File: src/rtl/sbuf_drain_ctrl.sv
// rtl/sbuf_drain_ctrl.sv - output-buffer pass sequencer, read-port arbiter and data-memory drain engine
module sbuf_drain_ctrl #(
    parameter int DM_AW = 12
) (
    input  logic             clk,
    input  logic             rst_n,
    input  logic             cfg_go,
    input  logic [7:0]       cfg_len,
    input  logic [DM_AW-1:0] cfg_dst,
    input  logic             cfg_sat_en,
    input  logic             cfg_abort,
    output logic             busy,
    output logic             done,
    output logic             err,
    output logic             start,
    output logic [7:0]       run_cntr,
    input  logic             s_running,
    input  logic             finish,
    output logic [8:0]       sbus_radr,
    input  logic [15:0]      sbus_rdata,
    input  logic             cpu_rreq,
    input  logic [8:0]       cpu_radr,
    output logic             cpu_rgnt,
    output logic [DM_AW-1:0] dm_wadr,
    output logic [15:0]      dm_wdata,
    output logic             dm_wen,
    input  logic             dm_wready
);

    localparam logic [2:0] S_IDLE     = 3'd0;
    localparam logic [2:0] S_KICK     = 3'd1;
    localparam logic [2:0] S_RUN      = 3'd2;
    localparam logic [2:0] S_DRAIN_S  = 3'd3;
    localparam logic [2:0] S_DRAIN_SA = 3'd4;
    localparam logic [2:0] S_FIN      = 3'd5;

    logic [2:0]       state;
    logic [7:0]       len_q;
    logic [DM_AW-1:0] dst_q;
    logic             sat_q;
    logic             fin_early;
    logic [7:0]       idx;
    logic             pend;
    logic             wen_q;
    logic [DM_AW-1:0] wadr_q;
    logic [15:0]      wdata_q;
    logic             err_q;

    logic             draining;
    logic             in_sat;
    logic [7:0]       last_idx;
    logic [DM_AW-1:0] wofs;
    logic [DM_AW-1:0] wadr_next;
    logic             unused_sig;

    assign unused_sig = s_running;

    assign draining  = (state == S_DRAIN_S) || (state == S_DRAIN_SA);
    assign in_sat    = (state == S_DRAIN_SA);
    // Saturation bank holds one word per 16 result words, rounded up by one.
    assign last_idx  = in_sat ? {4'd0, len_q[7:4]} : (len_q - 8'd1);
    assign wofs      = in_sat ? (DM_AW'(len_q) + DM_AW'(idx)) : DM_AW'(idx);
    assign wadr_next = dst_q + wofs;

    always_ff @(posedge clk or negedge rst_n) begin
        if (!rst_n) begin
            state     <= S_IDLE;
            len_q     <= 8'd0;
            dst_q     <= '0;
            sat_q     <= 1'b0;
            fin_early <= 1'b0;
            idx       <= 8'd0;
            pend      <= 1'b0;
            wen_q     <= 1'b0;
            wadr_q    <= '0;
            wdata_q   <= 16'd0;
            err_q     <= 1'b0;
        end else begin
            err_q <= 1'b0;
            case (state)
                S_IDLE: begin
                    if (cfg_go) begin
                        if (cfg_len != 8'd0) begin
                            len_q     <= cfg_len;
                            dst_q     <= cfg_dst;
                            sat_q     <= cfg_sat_en;
                            fin_early <= 1'b0;
                            state     <= S_KICK;
                        end else begin
                            err_q <= 1'b1;
                        end
                    end
                end
                S_KICK: begin
                    // A finish that lands while start is still out must not be lost.
                    fin_early <= finish;
                    state     <= S_RUN;
                end
                S_RUN: begin
                    if (finish || fin_early) begin
                        fin_early <= 1'b0;
                        idx       <= 8'd0;
                        pend      <= 1'b0;
                        wen_q     <= 1'b0;
                        state     <= S_DRAIN_S;
                    end
                end
                S_DRAIN_S, S_DRAIN_SA: begin
                    if (wen_q) begin
                        if (dm_wready) begin
                            wen_q <= 1'b0;
                            if (idx == last_idx) begin
                                idx   <= 8'd0;
                                state <= (!in_sat && sat_q) ? S_DRAIN_SA : S_FIN;
                            end else begin
                                idx <= idx + 8'd1;
                            end
                        end
                    end else if (pend) begin
                        pend    <= 1'b0;
                        wen_q   <= 1'b1;
                        wdata_q <= sbus_rdata;
                        wadr_q  <= wadr_next;
                    end else begin
                        pend <= 1'b1;
                    end
                end
                S_FIN: begin
                    state <= S_IDLE;
                end
                default: begin
                    state <= S_IDLE;
                end
            endcase

            if (cfg_abort && (state != S_IDLE)) begin
                state     <= S_IDLE;
                wen_q     <= 1'b0;
                pend      <= 1'b0;
                idx       <= 8'd0;
                fin_early <= 1'b0;
            end
        end
    end

    assign busy      = (state != S_IDLE);
    assign err       = err_q;
    assign done      = (state == S_FIN) || err_q;
    assign start     = (state == S_KICK);
    assign run_cntr  = start ? len_q : 8'd0;
    assign cpu_rgnt  = cpu_rreq && !draining;
    assign sbus_radr = draining ? {in_sat, idx} : (cpu_rreq ? cpu_radr : 9'd0);
    assign dm_wen    = wen_q;
    assign dm_wadr   = wadr_q;
    assign dm_wdata  = wdata_q;

endmodule

File: config.mk
export PLATFORM = sky130hd
export DESIGN_NAME = sbuf_drain_ctrl
export DESIGN_NICKNAME = d
export VERILOG_FILES = /design/src/rtl/sbuf_drain_ctrl.sv
export SDC_FILE = /design/constraint.sdc
export NUM_CORES = 1
export LEC_CHECK = 0
export CAP_MARGIN = 20
export CORE_MARGIN = 4
export CORE_UTILIZATION = 44
export DETAILED_ROUTE_END_ITERATION = 6
export PLACE_DENSITY = 0.77
export SETUP_SLACK_MARGIN = 0.5
export SLEW_MARGIN = 20
export SYNTH_ARGS = -nofsm -noshare
export SYNTH_HDL_FRONTEND = slang
export SYNTH_SLANG_ARGS = --single-unit
File: constraint.sdc
create_clock -name clk -period 3.3 [get_ports clk]
set_clock_uncertainty 0.05 [all_clocks]
set_input_delay 0.66 -clock clk [delete_from_list [all_inputs] [get_ports clk]]
set_output_delay 0.66 -clock clk [all_outputs]
set_load 0.02 [all_outputs]
After elaboration in Yosys (flattened, before gate mapping)
Cells that the tools add are included.
{"block": "word_totals", "register_bits": 64, "inputBits": 54, "output_inout_bits": 51, "wordCells": 87}
{"block": "op_classes", "n_reduce_logical": 21, "n_bitwise": 1, "n_addsub": 4, "eq_ne": 13, "mux": 37}
{"operator": "2-to-1 mux 8 bit", "count": 7}
{"operator": "2-to-1 mux 9 bit", "count": 3}
{"operator": "2-to-1 mux 3 bit", "count": 7}
{"operator": "!= test 3 bit (second input constant)", "count": 7}
{"operator": "one-hot mux 8 bit (2 select lines)", "count": 1}
{"operator": "2-to-1 mux 1 bit", "count": 15}
{"operator": "adder 12 x 9 -> 12 bit", "count": 1}
{"operator": "one-hot mux 3 bit (4 select lines)", "count": 1}
{"operator": "adder 8 x 8 -> 9 bit", "count": 1}
{"operator": "AND reduction 3 bit", "count": 3}
{"operator": "adder 8 x 1 -> 8 bit (second input constant)", "count": 1}
{"operator": "equality test 8 bit", "count": 1}
{"operator": "AND reduction 4 bit", "count": 2}
{"operator": "nonzero test 8 bit", "count": 1}
{"operator": "subtractor 8 x 1 -> 8 bit (second input constant)", "count": 1}
{"operator": "equality test 3 x 2 -> 1 bit (second input constant)", "count": 2}
{"operator": "equality test 3 bit (second input constant)", "count": 2}
{"operator": "AND reduction 6 bit", "count": 1}
{"operator": "nonzero test 3 bit", "count": 2}
{"operator": "one-hot mux 1 bit (2 select lines)", "count": 2}
{"operator": "nonzero test 4 bit", "count": 1}
{"operator": "equality test 3 x 1 -> 1 bit (second input constant)", "count": 1}
{"operator": "logical AND 1 bit", "count": 3}
{"operator": "logical NOT 3 bit", "count": 1}
{"operator": "6 further kinds", "count": 9}

Depth between registers and ports, before layout
{"block": "logic_depth", "ltp_word": 9, "ltp_mapped": 17, "ltp_nobuf": 17}

Worst setup path after synthesis
Ideal clock, no wire load.
{"block": "synth_timing", "kind": "register -> register", "from": "register state[0]", "to": "register wadr_q[10] (netlist: dm_wadr[10])", "synth_period_minus_slack_ns": 3.204, "slack_ns": 0.096, "required_ns": 3.106, "arrival_ns": 3.010, "setup_time_ns": 0.144, "path_stages_with_launch": 16, "path_cell_list": "dfrtp_1 -> clkbuf_1 -> or3b_1 -> clkbuf_1 -> clkbuf_1 -> nand2_1 -> nand2_1 -> ha_1 -> fa_1 -> a21o_1 -> a21oi_1 -> o21a_1 -> o21ai_0 -> a21oi_1 -> or3_1 -> a31oi_1"}
{"block": "synth_via", "elab_chain_len": 3, "elab_cells_between_ends": 6, "cone_classes": "1 x add/sub; 2 x eq/ne; 1 x mux; 2 x reduce/logical"}
{"item": "start: declaration", "line": "37", "source": "logic [2:0] state;"}
{"item": "start signal: assignment", "line": "114", "source": "state <= (!in_sat && sat_q) ? S_DRAIN_SA : S_FIN;"}
{"item": "equality test 3 bit / equality test 3 x 2 -> 1 bit (equally long branches)", "line": "59, 80"}
{"item": "2-to-1 mux 9 bit / OR reduction 2 bit (equally long branches)", "line": "62, 80"}
{"item": "adder 12 x 9 -> 12 bit / AND reduction 3 bit (equally long branches)"}
{"item": "end signal: assignment", "line": "123", "source": "wadr_q <= wadr_next;"}
{"item": "end: declaration", "line": "45", "source": "logic [DM_AW-1:0] wadr_q;"}
Parallel ways exist; a longest one is shown, timed or not.
A chain may end at the register's enable or synchronous reset.

Worst setup path in the final report
{"block": "layout_timing", "from": "register idx[1]", "to": "register wadr_q[10] (netlist: dm_wadr[10])"}
{"block": "layout_via", "elab_chain_len": 3}
{"item": "start: declaration", "line": "42", "source": "logic [7:0] idx;"}
{"item": "start signal: assignment", "line": "116", "source": "idx <= idx + 8'd1;"}
{"item": "adder 8 x 8 -> 9 bit", "line": "62", "source": "assign wofs = in_sat ? (DM_AW'(len_q) + DM_AW'(idx)) : DM_AW'(idx);"}
{"item": "2-to-1 mux 9 bit (*)", "line": "62"}
{"item": "adder 12 x 9 -> 12 bit (*)", "line": "63", "source": "assign wadr_next = dst_q + wofs;"}
Every way passes the cells marked *; elsewhere a longest branch is shown, timed or not.

==> flow_metrics.tcl <==
set metrics [dict create \
    status "finished clean" \
    clk_latency_ps 350 \
    chipWidth_um 102 \
    async_reset_ff_share_pct 100 \
    ant_nets 0 \
    start_util_pct 45.1 \
    cts_tree "yes" \
    core.rowCount 34 \
    synth_seq_cells 64 \
    hpwlAfterDp_mm 7.84 \
    synth_top_family_by_area "simple AND/OR/NAND/NOR gates" \
    synthCells 442 \
    post-route-drc-count 0 \
    cap_violations 0 \
    grt_max_degree 35 \
    fmax_mhz 313 \
    clockRootBuffer "clkbuf_8" \
    wl_per_cell_um 16.5 \
    fin_hold_ws_ps 336 \
    die_area_um2 10500 \
    drive_above_1_share_pct 19.0 \
    cts_max_path_buffers 2 \
    ir_drop_mv 0.515 \
    slowest_stage "dfrtp_1" \
    portBuffers 103 \
    critical_path.startpoint_type "flop" \
    finalPower_uw 4840 \
    cpPeakStageDelay_ps 430 \
    hold_path.class "primary input to asynchronous set/reset pin" \
    fin_ws_ps 104 \
    routed_wl_mm 11.3 \
    seq_area_frac_synth_pct 40.9 \
    crit_required_ps 3520 \
    cts_buffers 9 \
    worstPathArrival_ps 3410 \
    place_inst 653 \
    fin_nets 650 \
    vias 3783 \
    synthAdderAreaFrac_pct 7.73 \
    synth_edf_count 0 \
    place.gp.congestion 0.839 \
    relSlewSlack_pct 47.9 \
    fin_cells 686 \
    drtPass1Iterations 4 \
    core_area_um2 8680 \
    ys_warn_count 0 \
    final_common_cell "nand2_1" \
    dp_slack_ps 21.0 \
    htree_num_levels 3 \
    worstMarginPinSlew_ps 782 \
    grt_setup_unrepaired "yes" \
    die_h_um 102 \
    endpoint_kind "flop" \
    clk_pin_slew_ps 70 \
    antenna_found_initial 0 \
    total_leakage_power_uw 0.00269 \
    synth_cell_types 46 \
    hold_viol 0 \
    num-fill-cells 705 \
    antennaDiodeCount 0 \
    multi_input_area_um2 2410 \
    grt_remaining_overflow 0 \
    ys.flop_type "dfrtp_1" \
    grt_pass1_vias 3842 \
    via_per_inst 5.51 \
    critPathMaxFanout 4 \
    yosys.area_share.simple_pct 21.6 \
    layout-area-overhead-vs-synth_pct 45.5 \
    synth_nets 519 \
    drtIter0Drc 227 \
    syn_avg_cell_area_um2 8.86 \
    p_per_area_nw_per_um2 850 \
    clock-sinks 64 \
    finalCriticalPeriod_ps 3200 \
    ff_latch_area_um2 1600 \
    path_class "flop to flop" \
    grt_pass1_wl_mm 17.6 \
    fin_crit_sh_pct 96.8 \
    path_cells "ha_1 -> a21o_1 -> a21oi_2 -> nor2b_1 -> o21a_1 -> o311a_1 -> o21a_1 -> o31ai_2 -> ha_1 -> nand2_1 -> o21ai_2 -> a21oi_2 -> or3_1 -> a31oi_1" \
    mostFrequentLayoutCells "nand2_1, clkdlybuf4s50_1, dfrtp_1" \
    synth_compound_area_share_pct 16.1 \
    final_max_slew_viol_count 0 \
    io-pin-count 105 \
    synth-xor-area-share_pct 4.92 \
    synthMuxAreaShare_pct 5.94 \
    grt_use_total_pct 21.1 \
    netlist_area_um2 3920 \
    setup_violations 0 \
]
## logic make-up (layout without fill, tap and decap cells)
logic type | after synthesis | in the layout
simple gates | 185 | 186
fa+ha+maj | 23 | 23
flops | 64 | 64
buf+inv | 28 | 163
xor+xnor | 22 | 22
mux | 21 | 21
compound gates | 99 | 99
## synthesized netlist by cell type, types with 2 or more instances
| master | instances | area (um^2) |
|---|---|---|
| o311a_1 | 2 | 20.0 |
| or2_1 | 2 | 12.5 |
| ha_1 | 21 | 263 |
| and2_1 | 9 | 56.3 |
| o211ai_1 | 3 | 22.5 |
| nor2b_1 | 8 | 50.1 |
| nand2b_1 | 3 | 18.8 |
| xor2_1 | 10 | 87.6 |
| nor4_1 | 3 | 18.8 |
| dfrtp_1 | 64 | 1600 |
| inv_1 | 10 | 37.5 |
| clkbuf_1 | 16 | 60.1 |
| nand3_1 | 6 | 30.0 |
| fa_1 | 2 | 40.0 |
| buf_2 | 2 | 10.0 |
| a21o_1 | 7 | 52.6 |
| a211oi_1 | 3 | 22.5 |
| mux2i_1 | 3 | 30.0 |
| a22o_1 | 7 | 61.3 |
| a21oi_1 | 19 | 95.1 |
| o21bai_1 | 2 | 15.0 |
| nand2_1 | 110 | 413 |
| or3_1 | 3 | 18.8 |
| o21a_1 | 4 | 30.0 |
| nor2_1 | 13 | 48.8 |
| nor4b_1 | 2 | 17.5 |
| nor3b_1 | 3 | 22.5 |
| xnor2_1 | 12 | 105 |
| a31o_2 | 2 | 17.5 |
| o21ai_1 | 7 | 35.0 |
| mux2_2 | 18 | 203 |
| and3_1 | 5 | 31.3 |
| o31ai_1 | 3 | 22.5 |
| nor3_1 | 10 | 50.1 |
| or4_1 | 2 | 15.0 |
| nand3b_1 | 3 | 22.5 |
| o21ai_0 | 34 | 170 |
## path summary, 6_finish.rpt
path / start / depth (start not counted) / to / slack, ps
max: idx[1]$_DFFE_PN0P_ / 14 / dm_wadr[10]$_DFFE_PN0P_ / 100
min: rst_n / 1 / dm_wen$_DFFE_PN0P_ / 340
max reg2reg: idx[1]$_DFFE_PN0P_ / 14 / dm_wadr[10]$_DFFE_PN0P_ / 100
min reg2reg: dm_wadr[6]$_DFFE_PN0P_ / 2 / dm_wadr[6]$_DFFE_PN0P_ / 430
max in group asynchronous: rst_n / 2 / dm_wdata[15]$_DFFE_PN0P_ / 2210
min in group clk: dm_wadr[6]$_DFFE_PN0P_ / 2 / dm_wadr[6]$_DFFE_PN0P_ / 430
## power by group
part	leakage, uW	internal [uW]	switching (uW)
sequential	0.000797	1120	276
clock	0.000112	442	316
combinational	0.00178	1240	1450
total	0.00269	2800	2050
## per-layer routing
| metal | vias to the layer above | share of wire (%) | global-route usage, % | routed length (um) |
|---|---|---|---|---|
| li1 | 1795 | - | - | - |
| met1 | 1838 | 43 | 27.2 | 4870 |
| met2 | 130 | 49 | 35.8 | 5560 |
| met3 | 20 | 6.0 | 3.69 | 681 |
| met4 | 0 | 1.7 | 7.37 | 192 |
| met5 | - | 0 | 0 | 0 |
## final cells by class
type	instances	share of cell area (%)
inverters	10	0.659
clock inverters	6	1.45
well taps	108	2.37
flip-flops and latches	64	28.2
clock buffers	10	2.42
multi-input cells	351	42.2
repair buffers	137	22.7
## flip-flops by register name, summed over array words and instances (netlist names)
name       flops
state          3
dm_wdata      16
dm_wadr       12
len_q          8
dm_wen         1
err            1
dst_q         12
sat_q          1
fin_early      1
idx            8
pend           1
## stage by stage
step | area (um^2) | TNS (ps) | util (%)
after floorplan | 3960 | 0 | -
after global placement | 5190 | 0 | 59.8
after detailed placement | 5190 | 0 | 59.8
after CTS | 5530 | 0 | 63.7
after global routing | 5700 | -108 | 65.7
final | 5700 | 0 | 65.7
## critical path, delay by kind of cell (launching register included)
kind	cells	cell delay [ps]
DFF	1	430
adders and majority gates	2	530
and+or+nand+nor	3	460
AOI/OAI and AO/OA	9	1650
## repair_timing
| action | CTS | global route |
|---|---|---|
| pin swaps | 9 | 11 |
| buffers inserted | 10 | 6 |
| gates resized for setup | 28 | 28 |
| gates cloned | 1 | 0 |
| endpoints found under the setup margin | 30 | 24 |
| hold buffers | 0 | 0 |
No activity file was read; power rests on OpenSTA's default activity.
